[src/rtl/ladybug_input_cond.sv]
// Lady Bug input conditioning: debounces the raw control levels, reduces each joystick
// to one 4-way direction, and turns coins into fixed pulses followed by a lockout.
module ladybug_input_cond #(
  parameter int DEB_CYCLES = 65536,
  parameter int COIN_LEN   = 2000000,
  parameter int COIN_GAP   = 4000000
) (
  input  logic       clk_sys,
  input  logic       reset,
  input  logic [1:0] in_coin,
  input  logic [1:0] in_start,
  input  logic [1:0] in_fire,
  input  logic [1:0] in_bomb,
  input  logic       in_tilt,
  input  logic [1:0] in_up,
  input  logic [1:0] in_down,
  input  logic [1:0] in_left,
  input  logic [1:0] in_right,
  output logic [1:0] but_coin_s,
  output logic [1:0] but_select_s,
  output logic [1:0] but_fire_s,
  output logic [1:0] but_bomb_s,
  output logic [1:0] but_tilt_s,
  output logic [1:0] but_up_s,
  output logic [1:0] but_down_s,
  output logic [1:0] but_left_s,
  output logic [1:0] but_right_s
);

  localparam int NB = 17;
  localparam int DW = $clog2(DEB_CYCLES) + 1;
  localparam int CW = (($clog2(COIN_LEN) > $clog2(COIN_GAP)) ?
                       $clog2(COIN_LEN) : $clog2(COIN_GAP)) + 1;

  typedef enum logic [2:0] {DIR_NONE, DIR_UP, DIR_DOWN, DIR_LEFT, DIR_RIGHT} dir_t;
  typedef enum logic [1:0] {C_IDLE, C_PULSE, C_GAP} coin_t;

  // Bit map: coin[1:0] start[3:2] fire[5:4] bomb[7:6] up[9:8] down[11:10]
  // left[13:12] right[15:14] tilt[16].
  logic [NB-1:0] raw;
  logic [NB-1:0] stable_q;
  logic [DW-1:0] deb_cnt_q [NB];

  assign raw = {in_tilt, in_right, in_left, in_down, in_up, in_bomb, in_fire, in_start, in_coin};

  always_ff @(posedge clk_sys) begin
    if (reset) begin
      stable_q <= '0;
      for (int i = 0; i < NB; i++) deb_cnt_q[i] <= '0;
    end else begin
      for (int i = 0; i < NB; i++) begin
        if (raw[i] == stable_q[i]) begin
          deb_cnt_q[i] <= '0;
        end else if (deb_cnt_q[i] == DW'(DEB_CYCLES - 1)) begin
          stable_q[i]  <= raw[i];
          deb_cnt_q[i] <= '0;
        end else begin
          deb_cnt_q[i] <= deb_cnt_q[i] + DW'(1);
        end
      end
    end
  end

  // Edge detection on debounced coin and direction bits; held vectors are {up,down,left,right}.
  logic [1:0] coin_prev_q, coin_rise;
  logic [3:0] dir_held [2];
  logic [3:0] dir_prev_q [2];
  logic [3:0] dir_rise [2];

  assign coin_rise = stable_q[1:0] & ~coin_prev_q;

  for (genvar p = 0; p < 2; p++) begin : g_dir
    assign dir_held[p] = {stable_q[8+p], stable_q[10+p], stable_q[12+p], stable_q[14+p]};
    assign dir_rise[p] = dir_held[p] & ~dir_prev_q[p];
  end

  function automatic dir_t pick(input logic [3:0] v);
    if (v[3])      return DIR_UP;
    else if (v[2]) return DIR_DOWN;
    else if (v[1]) return DIR_LEFT;
    else if (v[0]) return DIR_RIGHT;
    else           return DIR_NONE;
  endfunction

  function automatic logic is_held(input dir_t d, input logic [3:0] v);
    case (d)
      DIR_UP:    return v[3];
      DIR_DOWN:  return v[2];
      DIR_LEFT:  return v[1];
      DIR_RIGHT: return v[0];
      default:   return 1'b0;
    endcase
  endfunction

  dir_t          dir_q [2];
  dir_t          dir_d [2];
  coin_t         coin_state_q [2];
  coin_t         coin_state_d [2];
  logic [CW-1:0] coin_cnt_q [2];
  logic [CW-1:0] coin_cnt_d [2];

  always_ff @(posedge clk_sys) begin
    if (reset) begin
      coin_prev_q <= '0;
      for (int p = 0; p < 2; p++) begin
        dir_prev_q[p]   <= '0;
        dir_q[p]        <= DIR_NONE;
        coin_state_q[p] <= C_IDLE;
        coin_cnt_q[p]   <= '0;
      end
    end else begin
      coin_prev_q <= stable_q[1:0];
      for (int p = 0; p < 2; p++) begin
        dir_prev_q[p]   <= dir_held[p];
        dir_q[p]        <= dir_d[p];
        coin_state_q[p] <= coin_state_d[p];
        coin_cnt_q[p]   <= coin_cnt_d[p];
      end
    end
  end

  // A fresh press always wins; a falling selection falls back to whatever is still held.
  always_comb begin
    for (int p = 0; p < 2; p++) begin
      dir_d[p] = dir_q[p];
      if (|dir_rise[p]) begin
        dir_d[p] = pick(dir_rise[p]);
      end else if (dir_q[p] != DIR_NONE && !is_held(dir_q[p], dir_held[p])) begin
        dir_d[p] = pick(dir_held[p]);
      end
    end
  end

  always_comb begin
    for (int p = 0; p < 2; p++) begin
      coin_state_d[p] = coin_state_q[p];
      coin_cnt_d[p]   = coin_cnt_q[p];
      case (coin_state_q[p])
        C_IDLE: begin
          if (coin_rise[p]) begin
            coin_state_d[p] = C_PULSE;
            coin_cnt_d[p]   = '0;
          end
        end
        C_PULSE: begin
          if (coin_cnt_q[p] == CW'(COIN_LEN - 1)) begin
            coin_state_d[p] = C_GAP;
            coin_cnt_d[p]   = '0;
          end else begin
            coin_cnt_d[p] = coin_cnt_q[p] + CW'(1);
          end
        end
        C_GAP: begin
          if (coin_cnt_q[p] == CW'(COIN_GAP - 1)) begin
            coin_state_d[p] = C_IDLE;
            coin_cnt_d[p]   = '0;
          end else begin
            coin_cnt_d[p] = coin_cnt_q[p] + CW'(1);
          end
        end
        default: begin
          coin_state_d[p] = C_IDLE;
          coin_cnt_d[p]   = '0;
        end
      endcase
    end
  end

  // Outputs are registered from next-state so they move on the same edge as the FSMs.
  always_ff @(posedge clk_sys) begin
    if (reset) begin
      but_coin_s   <= 2'b11;
      but_select_s <= 2'b11;
      but_fire_s   <= 2'b11;
      but_bomb_s   <= 2'b11;
      but_tilt_s   <= 2'b11;
      but_up_s     <= 2'b11;
      but_down_s   <= 2'b11;
      but_left_s   <= 2'b11;
      but_right_s  <= 2'b11;
    end else begin
      but_select_s <= ~stable_q[3:2];
      but_fire_s   <= ~stable_q[5:4];
      but_bomb_s   <= ~stable_q[7:6];
      but_tilt_s   <= {2{~stable_q[16]}};
      for (int p = 0; p < 2; p++) begin
        but_coin_s[p]  <= (coin_state_d[p] != C_PULSE);
        but_up_s[p]    <= (dir_d[p] != DIR_UP);
        but_down_s[p]  <= (dir_d[p] != DIR_DOWN);
        but_left_s[p]  <= (dir_d[p] != DIR_LEFT);
        but_right_s[p] <= (dir_d[p] != DIR_RIGHT);
      end
    end
  end

endmodule

[config.mk]
export PLATFORM = sky130hd
export DESIGN_NAME = ladybug_input_cond
export DESIGN_NICKNAME = d
export VERILOG_FILES = /design/src/rtl/ladybug_input_cond.sv
export SDC_FILE = /design/constraint.sdc
export NUM_CORES = 1
export LEC_CHECK = 0
export CORE_MARGIN = 3
export CORE_UTILIZATION = 35
export DETAILED_ROUTE_END_ITERATION = 10
export PLACE_DENSITY = 0.55
export REMOVE_ABC_BUFFERS = 1
export SYNTH_ARGS = -nofsm -noshare
export SYNTH_HDL_FRONTEND = slang
export SYNTH_SLANG_ARGS = --single-unit
[constraint.sdc]
create_clock -name clk_sys -period 3.3 [get_ports clk_sys]
set_input_delay 0.495 -clock clk_sys [delete_from_list [all_inputs] [get_ports clk_sys]]
set_output_delay 0.495 -clock clk_sys [all_outputs]
set_load 0.1 [all_outputs]
==> reports/metrics.yaml <==
finalSetupViolations: 0
synth_flop_cell: "edfxtp_1"
dpl.hpwl_mm: 22.9
drc: 0
ys_top_cells_by_area: "edfxtp_1 (45%), dfxtp_1 (10%), nor2_1 (7.1%)"
placed_cell_area_um2: 21600
powerDensity_nw_per_um2: 473
dpl.cell_count: 2899
post_cts_buffers: 0
min_path_cells: 2
p_leak_nw: 8.46
layout_commonest_cell: "nor2_1"
cp_cell_sequence: "ha_1 -> nand3_1 -> nor2_1 -> and2_1 -> and3_1 -> and3_1 -> ha_1 -> or3_1 -> a21oi_1"
boundaryPins: 37
synth-async-reset-ratio_pct: 0
r2r_cells: 9
dieWidth_um: 242
hold_path.startpoint: "reset"
skew_ns: 0.0271
cts_resized: 0
reg2reg_from: "deb_cnt_q[11][0]$_SDFFCE_PN0P_"
grt-ovfl-total: 0
path_clk_slew_ns: 0.05
critPathCaptureType: "flip-flop"
dieArea_um2: 58400
worst-slew-pin-transition_ns: 0.981
postSynthCellCount: 1890
fp.dieH_um: 242
diodes: 0
cts.sinks: 389
min_period_ns: 2.60
vias: 13400
track_usage_pct: 11.6
layout_common_cells: "nor2_1 (366), edfxtp_1 (289), conb_1 (289)"
rr_endpoint: "deb_cnt_q[11][10]$_SDFFCE_PN0P_"
cts_htree_levels: 2
crit_cells: 9
max_freq_ghz: 0.385
status: "completed"
path_class: "flip-flop to flip-flop"
worstSkewPairLatency_ns: 0.56
finalMaxSlewViolations: 0
via_per_inst: 4.50
critPathRequiredTime_ns: 3.69
cp.buffers_inverters: 0
drv_cap: 0
ys_seq_area_share_pct: 54.9
hold_viol: 0
drive_above_1_share_pct: 3.65
cts.path.max_buffers: 3
grt_setup_unrepaired: "false"
avgSynthCellArea_um2: 10.3
fin_crit_sh_pct: 78.7
fin_cells: 2984
synth_edf_count: 289
hp-class: "primary input to flip-flop"
port_buffers: 36
yosysTopAreaCellShare_pct: 44.6
clockRootBuffer: "clkbuf_16"
gp_congestion: 0.801
cp_top_family: "simple AND/OR/NAND/NOR gates"
cts_buffers: 47
ant_nets: 0
stdcell_area_um2: 23100
ir_worst_vdd_uv: 352
ys_ff_latch: 389
crit_arrival_ns: 2.99
core-area_um2: 54300
routed_wl_mm: 33.4
grt_max_degree: 41
nets: 2272
drtIter0Drc: 625
cp-start-kind: "flip-flop"
cpMaxStageDelayCell: "or3_1"
cts_tree: "yes"
grt_pass1_vias: 13100
slowest_delay_ns: 0.60
antenna_found_initial: 1
hold_buffers: 0
area_growth_pct: 18.6
slew_headroom_pct: 34.4
post-synth-top-area-cell: "edfxtp_1"
path_max_fanout: 17
syn_area_um2: 19400
r2r_slack_ns: 0.70
yosys_warnings: 0
fin_tns_setup_ns: 0
route.detailed.wl_per_inst_um: 11.2
initial_core_util_pct: 35.8
whs_endpoint: "stable_q[3]$_SDFFE_PP0N_"
rows: 85
grt_pass1_wl_mm: 58.9
ys_types: 65
dr.pass1.iters: 5
## metrics by stage
step / util [%] / setup WS (ns) / power, mW / hold WS, ns
3_5_place_dp: 39.8 / 0.679 / 6.17 / 0.409
6_report: 42.4 / 0.702 / 10.9 / 0.397
3_3_place_gp: 39.8 / 0.696 / 6.15 / 0.403
4_1_cts: 42.4 / 0.666 / 11.1 / 0.386
5_1_grt: 42.4 / 0.484 / 11.4 / 0.427
2_1_floorplan: - / 0.923 / 6.01 / 0.394
## where the power goes
group / switching [mW] / internal (mW) / leakage [nW]
Sequential: 0.159 / 5.47 / 3.78
Combinational: 0.265 / 0.176 / 3.98
Clock: 1.94 / 2.91 / 0.699
## Yosys cell counts, types with 3 or more instances
| cell type | count |
|---|---|
| dfxtp_1 | 100 |
| or2_2 | 3 |
| and3_1 | 63 |
| a21o_1 | 4 |
| o21ai_0 | 45 |
| edfxtp_1 | 289 |
| inv_1 | 76 |
| buf_6 | 3 |
| and2_1 | 21 |
| a21oi_1 | 52 |
| xor2_1 | 144 |
| xnor2_1 | 102 |
| nand3_1 | 114 |
| a211oi_1 | 9 |
| nor3_1 | 30 |
| or3_1 | 47 |
| nor2_1 | 366 |
| nor4_1 | 7 |
| nor2b_1 | 24 |
| nand4_1 | 55 |
| mux2i_1 | 19 |
| buf_1 | 3 |
| nand2b_1 | 19 |
| nand2_1 | 115 |
| clkbuf_1 | 50 |
| a31oi_1 | 18 |
| ha_1 | 44 |
| and4_1 | 18 |
## area by class of cell
type | count | area [um^2]
clock buffer | 82 | 1430
fill | 5298 | 31300
clock inverter | 3 | 16.3
multi-input combinational | 1655 | 9310
sequential | 389 | 10700
timing repair buffer | 40 | 410
inverter | 76 | 285
tap | 739 | 925
## routing by layer
metal	wire, um	GRT usage, %
met4	869	4.05
met2	15100	19.2
met3	1220	2.41
met1	16300	15.0
met5	13	0
## logic make-up after synthesis
kind of cell | count (synthesis) | share of synthesized area [%]
AND/OR/NAND/NOR | 901 | 22.5
flip-flops | 389 | 54.9
XOR/XNOR | 246 | 11.1
AO/OA/AOI/OAI | 154 | 4.85
buffers and inverters | 134 | 2.74
adder cells (fa/ha/maj) | 44 | 2.83
multiplexers | 21 | 1.09
other | 1 | 0.0193
## flip-flops by register name, summed over array words and instances (netlist names)
| register | count |
|---|---|
| deb_cnt_q | 289 |
| coin_cnt_q | 46 |
| stable_q | 17 |
| dir_prev_q | 8 |
| dir_q | 6 |
| coin_state_q | 4 |
| but_bomb_s | 2 |
| but_coin_s | 2 |
| but_down_s | 2 |
| but_fire_s | 2 |
| but_left_s | 2 |
| but_right_s | 2 |
| but_select_s | 2 |
| but_up_s | 2 |
| coin_prev_q | 2 |
| but_tilt_s | 1 |
## worst max path at each step
stage | endpoint | start | slack (ns)
2_1_floorplan | deb_cnt_q[11][10]$_SDFFCE_PN0P_ | deb_cnt_q[11][0]$_SDFFCE_PN0P_ | 0.92
3_3_place_gp | deb_cnt_q[11][10]$_SDFFCE_PN0P_ | deb_cnt_q[11][0]$_SDFFCE_PN0P_ | 0.70
3_5_place_dp | deb_cnt_q[11][10]$_SDFFCE_PN0P_ | deb_cnt_q[11][0]$_SDFFCE_PN0P_ | 0.68
4_1_cts | deb_cnt_q[11][10]$_SDFFCE_PN0P_ | deb_cnt_q[11][0]$_SDFFCE_PN0P_ | 0.67
5_1_grt | deb_cnt_q[11][2]$_SDFFCE_PN0P_ | deb_cnt_q[11][0]$_SDFFCE_PN0P_ | 0.48
6_report | deb_cnt_q[11][10]$_SDFFCE_PN0P_ | deb_cnt_q[11][0]$_SDFFCE_PN0P_ | 0.70
Power figures use the tool's default switching activity.
